<file path="src/rtl/cam_match_encoder.sv">
`default_nettype none
// ============================================================================
// Module   : cam_match_encoder
// Brief    : Turns a multi-hot CAM match vector into a stream of row indices,
//            lowest first, one per valid/ready handshake. Optional macro:
//            CAM_MULTI_MATCH_EN (emit every hit; otherwise priority-encode).
// Revision : 1.0 - initial release
// ============================================================================
module cam_match_encoder #(
    parameter int CAM_DEPTH  = 8,
    parameter int ADDR_WIDTH = 3
) (
    input  logic                  clk,
    input  logic                  rst,
    input  logic                  match_valid_i,
    input  logic [CAM_DEPTH-1:0]  match_vector_i,
    output logic                  match_ready_o,
    output logic                  addr_valid_o,
    output logic [ADDR_WIDTH-1:0] addr_o,
    output logic                  addr_last_o,
    input  logic                  addr_ready_i,
    output logic                  no_match_o,
    output logic [ADDR_WIDTH:0]   hit_count_o
);

    typedef enum logic [0:0] {
        ST_IDLE = 1'b0,
        ST_EMIT = 1'b1
    } state_t;

    localparam logic [CAM_DEPTH-1:0] c_ONE = CAM_DEPTH'(1);

    state_t                 state_q, state_d;
    logic [CAM_DEPTH-1:0]   pending_q, pending_d;
    logic [ADDR_WIDTH:0]    hit_count_q, hit_count_d;
    logic                   no_match_q, no_match_d;

    logic                   w_accept;
    logic [CAM_DEPTH-1:0]   w_rest;
    logic                   w_single;
    logic                   w_last;

    function automatic logic [ADDR_WIDTH-1:0] lowest_index(input logic [CAM_DEPTH-1:0] v);
        logic [ADDR_WIDTH-1:0] idx;
        idx = '0;
        for (int i = CAM_DEPTH - 1; i >= 0; i--) begin
            if (v[i]) idx = ADDR_WIDTH'(i);
        end
        return idx;
    endfunction

    function automatic logic [ADDR_WIDTH:0] popcount(input logic [CAM_DEPTH-1:0] v);
        logic [ADDR_WIDTH:0] cnt;
        cnt = '0;
        for (int i = 0; i < CAM_DEPTH; i++) begin
            cnt = cnt + (ADDR_WIDTH + 1)'(v[i]);
        end
        return cnt;
    endfunction

    // Clearing the lowest set bit yields the remaining hits; empty remainder means this is the last one.
    assign w_accept = match_valid_i && (state_q == ST_IDLE);
    assign w_rest   = pending_q & (pending_q - c_ONE);
    assign w_single = (pending_q != '0) && (w_rest == '0);

`ifdef CAM_MULTI_MATCH_EN
    assign w_last = (state_q == ST_EMIT) && w_single;
`else
    assign w_last = (state_q == ST_EMIT);
`endif

    always_comb begin
        state_d     = state_q;
        pending_d   = pending_q;
        hit_count_d = hit_count_q;
        no_match_d  = 1'b0;
        case (state_q)
            ST_IDLE: begin
                if (w_accept) begin
                    pending_d   = match_vector_i;
                    hit_count_d = popcount(match_vector_i);
                    if (match_vector_i == '0) begin
                        no_match_d = 1'b1;
                    end else begin
                        state_d = ST_EMIT;
                    end
                end
            end
            ST_EMIT: begin
                if (addr_ready_i) begin
                    if (w_last) begin
                        pending_d = '0;
                        state_d   = ST_IDLE;
                    end else begin
                        pending_d = w_rest;
                    end
                end
            end
            default: begin
                state_d   = ST_IDLE;
                pending_d = '0;
            end
        endcase
    end

    always_ff @(posedge clk or posedge rst) begin
        if (rst) begin
            state_q     <= ST_IDLE;
            pending_q   <= '0;
            hit_count_q <= '0;
            no_match_q  <= 1'b0;
        end else begin
            state_q     <= state_d;
            pending_q   <= pending_d;
            hit_count_q <= hit_count_d;
            no_match_q  <= no_match_d;
        end
    end

    // pending is zero outside EMIT, so addr decodes to 0 whenever idle.
    assign match_ready_o = (state_q == ST_IDLE);
    assign addr_valid_o  = (state_q == ST_EMIT);
    assign addr_o        = lowest_index(pending_q);
    assign addr_last_o   = w_last;
    assign no_match_o    = no_match_q;
    assign hit_count_o   = hit_count_q;

endmodule
`default_nettype wire

</file>
<file path="config.mk">
export PLATFORM = sky130hd
export DESIGN_NAME = cam_match_encoder
export DESIGN_NICKNAME = d
export VERILOG_FILES = /design/src/rtl/cam_match_encoder.sv
export SDC_FILE = /design/constraint.sdc
export NUM_CORES = 1
export LEC_CHECK = 0
export BUFFER_PORTS_ARGS = -buffer_cell sky130_fd_sc_hd__buf_2
export CAP_MARGIN = 20
export CORE_MARGIN = 2
export CORE_UTILIZATION = 57
export CTS_BUF_LIST = sky130_fd_sc_hd__clkbuf_4 sky130_fd_sc_hd__clkbuf_8
export CTS_CLUSTER_SIZE = 24
export DETAILED_ROUTE_END_ITERATION = 7
export GPL_TIMING_DRIVEN = 0
export PLACE_DENSITY = 0.86
export REMOVE_ABC_BUFFERS = 1
export SLEW_MARGIN = 20
export SYNTH_ARGS = -nofsm -noshare
export SYNTH_HDL_FRONTEND = slang
export SYNTH_SLANG_ARGS = --single-unit
</file>
<file path="constraint.sdc">
create_clock -name clk -period 2.25 [get_ports clk]
set_input_delay 0.225 -clock clk [delete_from_list [all_inputs] [get_ports clk]]
set_output_delay 0.225 -clock clk [all_outputs]
set_load 0.01 [all_outputs]
</file>
# Yosys cells after proc, flatten, opt, wreduce, memory -nomap -nowiden

Index checks and enable logic that the tools add are counted.

Add/subtract/negate cells: 7
Equality and inequality tests: 2
Multiplexer cells: 18
Bitwise gates (word level): 1
Reductions and logical operators: 4

Operators by type and width:

| kind                                                   | number |
|---|---|
| 2-to-1 mux 3 bit                                       | 8 |
| adder 4 x 1 -> 4 bit                                   | 4 |
| 2-to-1 mux 8 bit                                       | 2 |
| one-hot mux 8 bit (2 select lines)                     | 1 |
| logical NOT 8 bit                                      | 1 |
| 2-to-1 mux 1 bit                                       | 6 |
| adder 3 x 1 -> 4 bit                                   | 1 |
| AND reduction 2 bit                                    | 2 |
| adder 2 x 1 -> 3 bit                                   | 1 |
| adder 1 x 1 -> 2 bit                                   | 1 |
| inequality test 2 x 1 -> 1 bit (second input constant) | 1 |
| inequality test 2 bit (second input constant)          | 1 |
| one-hot mux 1 bit (2 select lines)                     | 1 |
| logical AND 1 bit                                      | 1 |
| NOT 1 bit                                              | 1 |

Flip-flop bits (word level): 14
Output and inout port bits: 11

# Logic depth before layout (Yosys ltp)

Gate-level depths: netlist (run 1).

Depth in word-level cells: 8
Gate-level depth with buffers: 10
Depth with buffers taken out: 10

# Worst setup path after synthesis (run 1)

Ideal clock, no wire load.

Path kind: input to register
Start point: in match_vector_i[0]
End point: reg hit_count_q[2], in the netlist hit_count_o[2]
Arrival time: 2.537 ns
Required time: 2.167 ns
Setup slack: -0.369 ns
Stages on the path: 10
Cells stage by stage: fa_1 > inv_1 > fa_1 > fa_1 > inv_1 > ha_1 > inv_1 > fa_1 > xor2_1 > o21ai_0

Cells in the longest elaborated chain, start to end: 7

RTL lines:

| item                               | RTL line | source |
|---|---|---|
| start: declaration                 | 16       | `input logic [CAM_DEPTH-1:0] match_vector_i,` |
| adder 1 x 1 -> 2 bit               | 56       | `cnt = cnt + (ADDR_WIDTH + 1)'(v[i]);` |
| adder 2 x 1 -> 3 bit               | 56       |  |
| adder 3 x 1 -> 4 bit               | 56       |  |
| adder 4 x 1 -> 4 bit (4 in series) | 56       |  |
| end signal: assignment             | 115      | `hit_count_q <= hit_count_d;` |
| end: declaration                   | 35       | `logic [ADDR_WIDTH:0] hit_count_q, hit_count_d;` |

Every way passes these cells.
A chain may end at the register's enable or synchronous reset.

# Worst setup path in the final report (run 1)

Start point: in match_vector_i[0]
End point: reg hit_count_q[1], in the netlist hit_count_o[1]

Same word-level chain as after synthesis.

==> impl_metrics.csv, run 1 <==
group,metric,value,unit
run_status,status,"finished with violations",
run_status,violations,"negative setup slack",
synth,synth_ff_type,"dfrtp_1",
setup_path,crit_required,2410,ps
clocking,cts.clk_slew.worst_paths,80,ps
clocking,cts.htree.levels,1,
global_routing,grt_pass1_vias,708,
setup_path,path_buf_inv,4,
power,p_sw,296,µW
layout,antenna_cells,0,
sta,fin_setup_tns,-486,ps
setup_path,critPathLaunchType,"input port",
synth,ys_types,26,
layout,final_nets,129,
floorplanning,die_area,1760,µm²
global_routing,antenna_found_initial,0,
power,power_frac_seq,44.6,%
routing,drcViolationCount,0,
sta,slew_headroom,51.2,%
global_routing,grt_max_degree,15,
sta,finalCriticalPeriod,2510,ps
placement,gp_congestion,0.725,
floorplanning,ios,23,
synth,ys_top_cells_by_count,"16 x inv_1, 14 x dfrtp_1, 9 x nand2_1, 5 x a22o_1",
global_routing,grt-ovfl-total,0,
placement,dp_cells,116,
synth,synth.most_common_cell,"inv_1",
setup_path,cp_slowest_stage_delay,540,ps
setup_path,cp-end-kind,"flop",
power,power_frac_comb,38.5,%
sta,clock_skew,0.870,ps
power,p_per_area,794,nW/µm²
synth,synth-warning-count,0,
power,internal_power,512,µW
floorplanning,fp.dieW,41.9,µm
sta,finalHoldViolCount,0,
sta,worst_slack,-263,ps
floorplanning,start_util,62.2,%
synth,yosys.area.top_type,"dfrtp_1",
synth,async_reset_ff_share,100,%
routing,wl_per_cell,15.6,µm
clocking,cts_tree,"yes",
worst_hold_path,hold_depth,2,
setup_path,crit_family,"adder cells",
sta,rsz0062_at_grt,"true",
setup_path,reg2reg_slack,620,ps
setup_path,critPathSlowestCell,"fa_1",
layout,area_growth,24.3,%
synth,syn_inst,81,
setup_path,critical_path_class,"input port to flop",
synth,netlist_top_cells_area,"dfrtp_1 43%, fa_1 9.8%, inv_1 7.3%",
setup_path,r2r_cells,3,
power,ir_drop,0.624,mV
sta,setup_violations,2,
placement,detailed_place_hpwl,1400,µm
clocking,clockBufferDepth,2,
setup_path,reg2reg_from,"addr_last_o",
clocking,worst_skew_pair.late_latency,270,ps
sta,worst_pin_slew,731,ps
routing,first_iter_violations,14,
power,p_leak,0.534,nW
setup_path,cp.arrival,2680,ps
floorplanning,die_h,41.9,µm
synth,synth_edf_count,0,
synth,yosysSeqAreaShare,42.7,%
routing,num_vias,715,
flow_run,max_cap_violations,0,
sta,clock.fmax,398,MHz
floorplanning,design.core.area,1320,µm²
sta,post-route-period-util,112,%
worst_hold_path,holdPathEnd,"pending_q[2]",
worst_hold_path,hp-start,"addr_ready_i",
synth,ys_ff_latch,14,
setup_path,rr_endpoint,"pending_q[4]",
clocking,numCtsBuffers,3,
layout,fin_cells,122,
setup_path,crit_top_cell,"fa_1",
layout,final_util,77.3,%
clocking,clock-sinks,14,
routing,routed_wl,1900,µm
routing,drt_pass1_iterations,4,
routing,ant_nets,0,
synth,netlist.area_leader.share,42.7,%
layout,drive_above_1_share,32.7,%
worst_hold_path,holdCritPathClass,"input port to flop",
synth,syn_area,820,µm²
sta,drv_slew,0,
placement,port_buffers,22,
clocking,clockRootBuffer,"clkbuf_4",
power,clkPwrFrac,16.8,%
setup_path,path_cells,"buf_8 -> fa_1 -> inv_1 -> fa_1 -> fa_1 -> inv_2 -> ha_4 -> inv_2 -> fa_2 -> o21ai_2",
synth,syn_avg_cell_area,10.1,µm²
global_routing,grt_usage,26.0,%
power,switching_share,36.6,%
setup_path,path_max_fanout,2,
routing,via_per_inst,5.86,
global_routing,grt_pass1_wl,3310,µm
floorplanning,num_rows,13,
==> logic make-up (layout without fill, tap and decap cells) <==
kind of cell               count (synthesis)  after routing  share of synthesized area (%)
muxes                                      2              2                           2.44
AOI/OAI and AO/OA                         19             19                           16.2
adders and majority gates                  8              8                           15.9
buffers and inverters                     18             44                           8.86
and+or+nand+nor                           19             19                           12.8
DFF                                       14             14                           42.7
xor gates and xnor gates                   1              1                           1.07
==> placed cells by master (no fill, tap or decap), drive strengths merged <==
cell | netlist | layout
and2 | 1 | 1
ha | 4 | 4
xor2 | 1 | 1
dfrtp | 14 | 14
a22o | 6 | 6
inv | 16 | 16
nor2 | 2 | 2
dlygate4sd3 | 0 | 1
a21oi | 4 | 4
o41ai | 1 | 1
nor3b | 1 | 1
nor4 | 2 | 2
clkbuf | 0 | 3
nor4b | 1 | 1
o22ai | 3 | 3
nand2b | 1 | 1
fa | 4 | 4
buf | 2 | 24
nand2 | 9 | 9
or4b | 1 | 1
a211oi | 1 | 1
mux2i | 2 | 2
o21ai | 4 | 4
nor2b | 1 | 1
==> metrics by stage <==
stage | setup WS [ps] | power [mW] | area [µm²] | hold slack [ps]
4_1_cts | -288 | 0.787 | 991 | 186
3_3_place_gp | -590 | 0.618 | 936 | 269
6_report | -263 | 0.809 | 1020 | 191
3_5_place_dp | -620 | 0.642 | 936 | 282
2_1_floorplan | -369 | 0.524 | 807 | 114
5_1_grt | -300 | 0.875 | 1020 | 193
==> power by group through the flow <==
stage	Combinational, mW	Clock (mW)	Sequential [mW]
final	0.312	0.136	0.361
after global placement	0.263	0	0.355
after CTS	0.293	0.138	0.356
after floorplan	0.160	0	0.364
after global routing	0.352	0.151	0.372
after detailed placement	0.281	0	0.361
==> worst max-delay path by stage <==
stage	start	to	slack [ps]	cells past startpoint
after floorplan	match_vector_i[0]	hit_count_o[2]	-370	10
after global placement	match_vector_i[0]	hit_count_o[2]	-590	11
after detailed placement	match_vector_i[0]	hit_count_o[2]	-620	11
after CTS	match_vector_i[0]	hit_count_o[1]	-290	10
after global routing	match_vector_i[0]	hit_count_o[2]	-300	11
final	match_vector_i[0]	hit_count_o[1]	-260	10
==> flip-flops by register name, summed over array words and instances (netlist names) <==
signal / cells
addr_last_o: 1
hit_count_o: 4
no_match_o: 1
pending_q: 8
==> routing by layer <==
layer	part of all wire [%]	vias up	track usage [%]
li1	-	328	-
met1	41	355	32.3
met2	52	26	39.1
met3	4.4	6	5.22
met4	2.9	0	20.6
met5	0	-	0
==> worst register-to-register path, cell delays in order (launching register included) <==
cell and delay, ps:
dfrtp_1 480, nor2b_1 620, a21oi_2 170, a22o_2 260
==> cell type report <==
class	count	area, µm²
flip-flops and latches	14	350
multi-input cells	49	415
inverters	16	60.1
fillers	100	299
repair buffers	25	151
well taps	15	18.8
clock buffers	3	22.5
==> repair_timing <==
item	in CTS	in global routing
gates resized for setup	8	5
endpoints found under the hold margin	14	0
setup endpoints to repair	2	3
hold buffers	1	0
buffers inserted	1	1
(Power assumes the default switching activity.)
==> run 2: changes to the inputs <==
--- a/config.mk
+++ b/config.mk
@@ -12,7 +12,6 @@
 export CTS_BUF_LIST = sky130_fd_sc_hd__clkbuf_4 sky130_fd_sc_hd__clkbuf_8
 export CTS_CLUSTER_SIZE = 24
 export DETAILED_ROUTE_END_ITERATION = 7
-export GPL_TIMING_DRIVEN = 0
 export PLACE_DENSITY = 0.86
 export REMOVE_ABC_BUFFERS = 1
 export SLEW_MARGIN = 20
==> run 2 against run 1 <==
  * The flow still finishes with violations (negative setup slack)
  * Final cell count grew 3.3%
  * Critical path depth unchanged
  * Combinational power shrank 3%
  * Routed wire length shrank 7.0%
  * Utilization grew 1.0 points
  * Via count fell by 3.9%
  * Critical endpoint unchanged
  * Non-clock buffer count rose by 4
  * Cell area increased by 1.4%
  * Power fell by 1.5%
  * Clock skew up 2.4 ps
  * Maximum frequency grew 0.16%
  * Largest power group unchanged
  * First-iteration DRC count decreased by 36%
==> impl_metrics.csv, run 2 (synthesis gave the netlist of run 1 again) <==
group,metric,value,unit
clocking,cts_tree,"yes",
layout,drive_above_1_share,34.2,%
setup_path,crit_required,2410,ps
flow_run,max_cap_violations,0,
clocking,clock-sinks,14,
setup_path,path_max_fanout,2,
clocking,cts.clk_slew.worst_paths,80,ps
floorplanning,die_h,41.9,µm
layout,regMostFlops,"pending_q",
clocking,cts.htree.levels,1,
run_status,status,"finished with violations",
routing,first_iter_violations,9,
setup_path,reg2reg_slack,1070,ps
floorplanning,ios,23,
placement,dp_cells,122,
setup_path,startpoint,"match_vector_i[0]",
power,power_frac_seq,44.5,%
routing,num_vias,687,
placement,dpl_worst_slack,-616,ps
global_routing,grt_pass1_wl,2990,µm
routing,drt_pass1_iterations,4,
clocking,clockBufferDepth,2,
setup_path,critical_path_class,"input port to flop",
clocking,worst_skew_pair.late_latency,270,ps
placement,port_buffers,22,
floorplanning,start_util,62.2,%
floorplanning,fp.dieW,41.9,µm
sta,finalCriticalPeriod,2510,ps
sta,finalHoldViolCount,0,
routing,wl_per_cell,14.0,µm
setup_path,path_cells,"buf_8 -> fa_1 -> inv_1 -> fa_1 -> fa_1 -> inv_1 -> ha_2 -> inv_2 -> fa_2 -> o21ai_2",
routing,routed_wl,1770,µm
worst_hold_path,holdCritPathClass,"input port to flop",
power,clkPwrFrac,17.6,%
power,p_sw,286,µW
global_routing,grt-ovfl-total,0,
setup_path,rr_endpoint,"hit_count_o[3]",
sta,drv_slew,0,
routing,ant_nets,0,
floorplanning,design.core.area,1320,µm²
setup_path,r2r_cells,4,
power,p_per_area,772,nW/µm²
sta,setup_violations,2,
sta,slew_headroom,63.8,%
layout,final_cell_mix,"21 x buf_2, 15 x inv_1, 14 x dfrtp_1, 9 x nand2_1, 6 x buf_4",
floorplanning,num_rows,13,
layout,final_nets,133,
sta,post-route-period-util,112,%
power,p_leak,0.551,nW
setup_path,reg2reg_from,"addr_last_o",
layout,final_common_cell,"buf_2",
sta,rsz0062_at_grt,"true",
routing,via_per_inst,5.45,
setup_path,cp-end-kind,"flop",
setup_path,cp.arrival,2670,ps
sta,clock_skew,3.32,ps
placement,gp_congestion,0.726,
sta,worst_slack,-259,ps
global_routing,grt_usage,22.8,%
run_status,violations,"negative setup slack",
global_routing,antenna_found_initial,0,
clocking,numCtsBuffers,3,
setup_path,cp_slowest_stage_delay,530,ps
global_routing,grt_pass1_vias,688,
setup_path,crit_top_cell,"fa_1",
setup_path,critPathSlowestCell,"fa_1",
power,power_frac_comb,37.9,%
power,switching_share,35.9,%
layout,antenna_cells,0,
floorplanning,die_area,1760,µm²
layout,largest_reg_flops,8,
global_routing,grt_max_degree,15,
sta,clock.fmax,399,MHz
layout,fin_cells,126,
power,internal_power,511,µW
power,ir_drop,0.665,mV
setup_path,critPathLaunchType,"input port",
sta,worst_pin_slew,542,ps
setup_path,crit_path_end,"hit_count_o[1]",
placement,detailed_place_hpwl,1360,µm
layout,area_growth,26.0,%
routing,drcViolationCount,0,
clocking,clockRootBuffer,"clkbuf_4",
run 2: worst min path at each step:
stage / from / endpoint / slack, ps / depth (start not counted)
floorplan: rst / addr_last_o / 110 / 1
global placement: rst / no_match_o / 270 / 2
detailed placement: rst / no_match_o / 290 / 2
CTS: addr_ready_i / pending_q[2] / 170 / 2
global route: addr_ready_i / pending_q[2] / 180 / 2
finish: addr_ready_i / pending_q[2] / 190 / 2
run 2: repair_timing:
| item | 4_1_cts | 5_1_grt |
|---|---|---|
| gates resized for setup | 6 | 2 |
| buffers inserted | 0 | 0 |
| pin swaps | 0 | 1 |
| endpoints found under the hold margin | 14 | 0 |
| endpoints found under the setup margin | 2 | 3 |
| hold buffers | 1 | 0 |
run 2: area by class of cell:
cell class | instances | area [µm²]
tap | 15 | 18.8
inverter | 16 | 60.1
timing repair buffer | 29 | 175
fill | 108 | 285
multi-input combinational | 49 | 405
sequential | 14 | 350
clock buffer | 3 | 22.5
run 2: critical path, delay by kind of cell:
kind | cells | cell delay [ps]
fa+ha+maj | 5 | 2150
buf+inv | 4 | 260
compound gates | 1 | 50
run 2: power groups by stage:
stage,Clock (mW),Combinational (mW),Sequential (mW)
after detailed placement,0,0.284,0.359
after global placement,0,0.272,0.356
final,0.141,0.302,0.355
after global routing,0.150,0.340,0.363
after floorplan,0,0.160,0.364
after CTS,0.140,0.296,0.354
run 2: routing by layer:
metal	up-vias	part of all wire, %	global-route usage (%)
li1	336	-	-
met1	328	48	31.1
met2	21	47	34.4
met3	2	4.3	4.78
met4	0	0.79	11.0
met5	-	0	0
run 2: metrics by stage:
stage / TNS, ps / power [mW] / util [%] / hold WS (ps) / area, µm²
2_1_floorplan: -711 / 0.524 / - / 114 / 807
6_report: -488 / 0.797 / 78.3 / 185 / 1030
5_1_grt: -686 / 0.852 / 78.3 / 176 / 1030
4_1_cts: -521 / 0.790 / 77.8 / 175 / 1020
3_5_place_dp: -1580 / 0.643 / 74.5 / 287 / 981
3_3_place_gp: -1440 / 0.628 / 74.5 / 272 / 981
==> run 3: changes to the inputs <==
--- a/config.mk
+++ b/config.mk
@@ -7,9 +7,9 @@
 export LEC_CHECK = 0
 export BUFFER_PORTS_ARGS = -buffer_cell sky130_fd_sc_hd__buf_2
 export CAP_MARGIN = 20
-export CORE_MARGIN = 2
+export CORE_MARGIN = 4
 export CORE_UTILIZATION = 57
-export CTS_BUF_LIST = sky130_fd_sc_hd__clkbuf_4 sky130_fd_sc_hd__clkbuf_8
+export CTS_BUF_LIST = sky130_fd_sc_hd__clkbuf_8
 export CTS_CLUSTER_SIZE = 24
 export DETAILED_ROUTE_END_ITERATION = 7
 export PLACE_DENSITY = 0.86
==> run 3 against run 2 <==
  * The flow still finishes with violations (negative setup slack)
  * Flip-flop and latch count stayed put
  * Via count grew 1.3%
  * Global-route usage fell by 3.0 points
  * Hold slack worse by 170 ps
  * Utilization grew 0.45 points
  * Power grew 13%
  * Register-to-register slack worse by 160 ps
  * Sequential share of layout area fell by 0.61 points
  * Clock-buffer cell count increased by 1
  * Critical path depth unchanged
  * Critical path type unchanged
  * Critical endpoint unchanged
  * Highest routed layer unchanged
==> impl_metrics.csv, run 3 (synthesis gave the netlist of run 1 again) <==
group,metric,value,unit
routing,drt_pass1_iterations,4,
layout,largest_reg_flops,8,
clocking,worst_skew_pair.late_latency,240,ps
setup_path,rr_endpoint,"pending_q[4]",
clocking,clockBufferDepth,2,
setup_path,reg2reg_from,"addr_last_o",
layout,final_util,78.8,%
layout,drive_above_1_share,34.2,%
routing,drcViolationCount,0,
run_status,status,"finished with violations",
placement,port_buffers,22,
placement,detailed_place_hpwl,1450,µm
routing,routed_wl,1820,µm
power,ir_drop,0.589,mV
global_routing,grt_usage,19.8,%
sta,post-route-period-util,114,%
sta,worst_slack,-326,ps
clocking,cts.htree.levels,1,
setup_path,reg2reg_slack,910,ps
global_routing,antenna_found_initial,0,
clocking,cts_tree,"yes",
sta,drv_slew,0,
floorplanning,fp.dieW,45.9,µm
sta,rsz0062_at_grt,"true",
layout,final_common_cell,"buf_2",
clocking,clockRootBuffer,"clkbuf_8",
routing,via_per_inst,5.52,
setup_path,critPathLaunchType,"input port",
routing,wl_per_cell,14.4,µm
placement,dpl_worst_slack,-623,ps
run_status,violations,"negative setup slack",
clocking,numCtsBuffers,3,
clocking,postCtsHoldBufs,0,
global_routing,grt-ovfl-total,0,
setup_path,critical_path_class,"input port to flop",
routing,ant_nets,0,
sta,clock.fmax,388,MHz
setup_path,cp-end-kind,"flop",
setup_path,r2r_cells,3,
layout,final_nets,132,
floorplanning,design.core.area,1330,µm²
floorplanning,num_rows,13,
sta,whs,10.8,ps
floorplanning,die_h,45.9,µm
clocking,clock-sinks,14,
sta,finalHoldViolCount,0,
floorplanning,start_util,61.4,%
clocking,cts.clk_slew.worst_paths,60,ps
routing,num_vias,696,
setup_path,path_max_fanout,2,
layout,final_cell_mix,"21 x buf_2, 15 x inv_1, 14 x dfrtp_1, 9 x nand2_1, 6 x buf_4",
sta,setup_violations,2,
layout,antenna_cells,0,
routing,first_iter_violations,20,
floorplanning,die_area,2110,µm²
sta,fin_setup_tns,-650,ps
setup_path,crit_required,2380,ps
power,p_leak,0.559,nW
sta,worst_pin_slew,535,ps
power,power,897,µW
floorplanning,ios,23,
setup_path,cp.arrival,2700,ps
flow_run,max_cap_violations,0,
global_routing,grt_max_degree,15,
global_routing,grt_pass1_wl,2900,µm
layout,regMostFlops,"pending_q",
sta,slew_headroom,64.3,%
power,p_per_area,854,nW/µm²
worst_hold_path,holdCritPathClass,"input port to asynchronous set/reset pin",
sta,finalCriticalPeriod,2580,ps
layout,area_growth,28.2,%
sta,clock_skew,3.45,ps
placement,gp_congestion,0.794,
global_routing,grt_pass1_vias,640,
run 3: cell types whose count changed in the layout (fill, tap and decap cells not counted):
cell / change
o21ai_0: -1
o21ai_2: -1
clkbuf_4: -3
dlygate4sd3_1: -1
clkbuf_8: +4
o21ai_1: +2
run 3: worst max path at each step:
stage,start,endpoint,cells past startpoint
floorplan,match_vector_i[0],hit_count_o[2],10
global placement,match_vector_i[0],hit_count_o[2],11
detailed placement,match_vector_i[0],hit_count_o[2],11
CTS,match_vector_i[0],hit_count_o[2],11
global route,match_vector_i[0],hit_count_o[2],11
finish,match_vector_i[0],hit_count_o[1],10
run 3: final cells by class:
cell class                      instances  area (µm²)
Multi-Input combinational cell         49         402
Inverter                               16        60.1
Clock buffer                            4        55.1
Tap cell                               15        18.8
Sequential cell                        14         350
Timing Repair Buffer                   28         165
Fill cell                              93         283
run 3: power by group:
group | switching, mW | internal [mW]
registers | 0.0518 | 0.305
clock network | 0.0888 | 0.155
logic | 0.156 | 0.140
run 3: per-stage QoR:
step | instance area (µm²) | cells
after floorplan | 807 | 79
after global placement | 981 | 122
after detailed placement | 981 | 122
after CTS | 1050 | 126
after global routing | 1050 | 126
final | 1050 | 126
run 3: per-layer routing:
| layer | track usage (%) | vias up | part of all wire, % |
|---|---|---|---|
| met3 | 2.37 | 6 | 5.2 |
| li1 | - | 335 | - |
| met4 | 11.9 | 0 | 2.9 |
| met1 | 25.9 | 332 | 43 |
| met5 | 0 | - | 0 |
| met2 | 30.8 | 23 | 49 |
run 3: timing repair:
item | CTS | global route
setup buffers | 0 | 0
endpoints found under the setup margin | 2 | 3
pin swaps | 2 | 1
resized for setup | 7 | 2
run 3: worst max-delay path: stages:
cell and delay (ps):
buf_8 100, fa_1 550, inv_1 60, fa_1 500, fa_1 410, inv_1 70
ha_2 180, inv_2 40, fa_2 510, o21ai_1 60
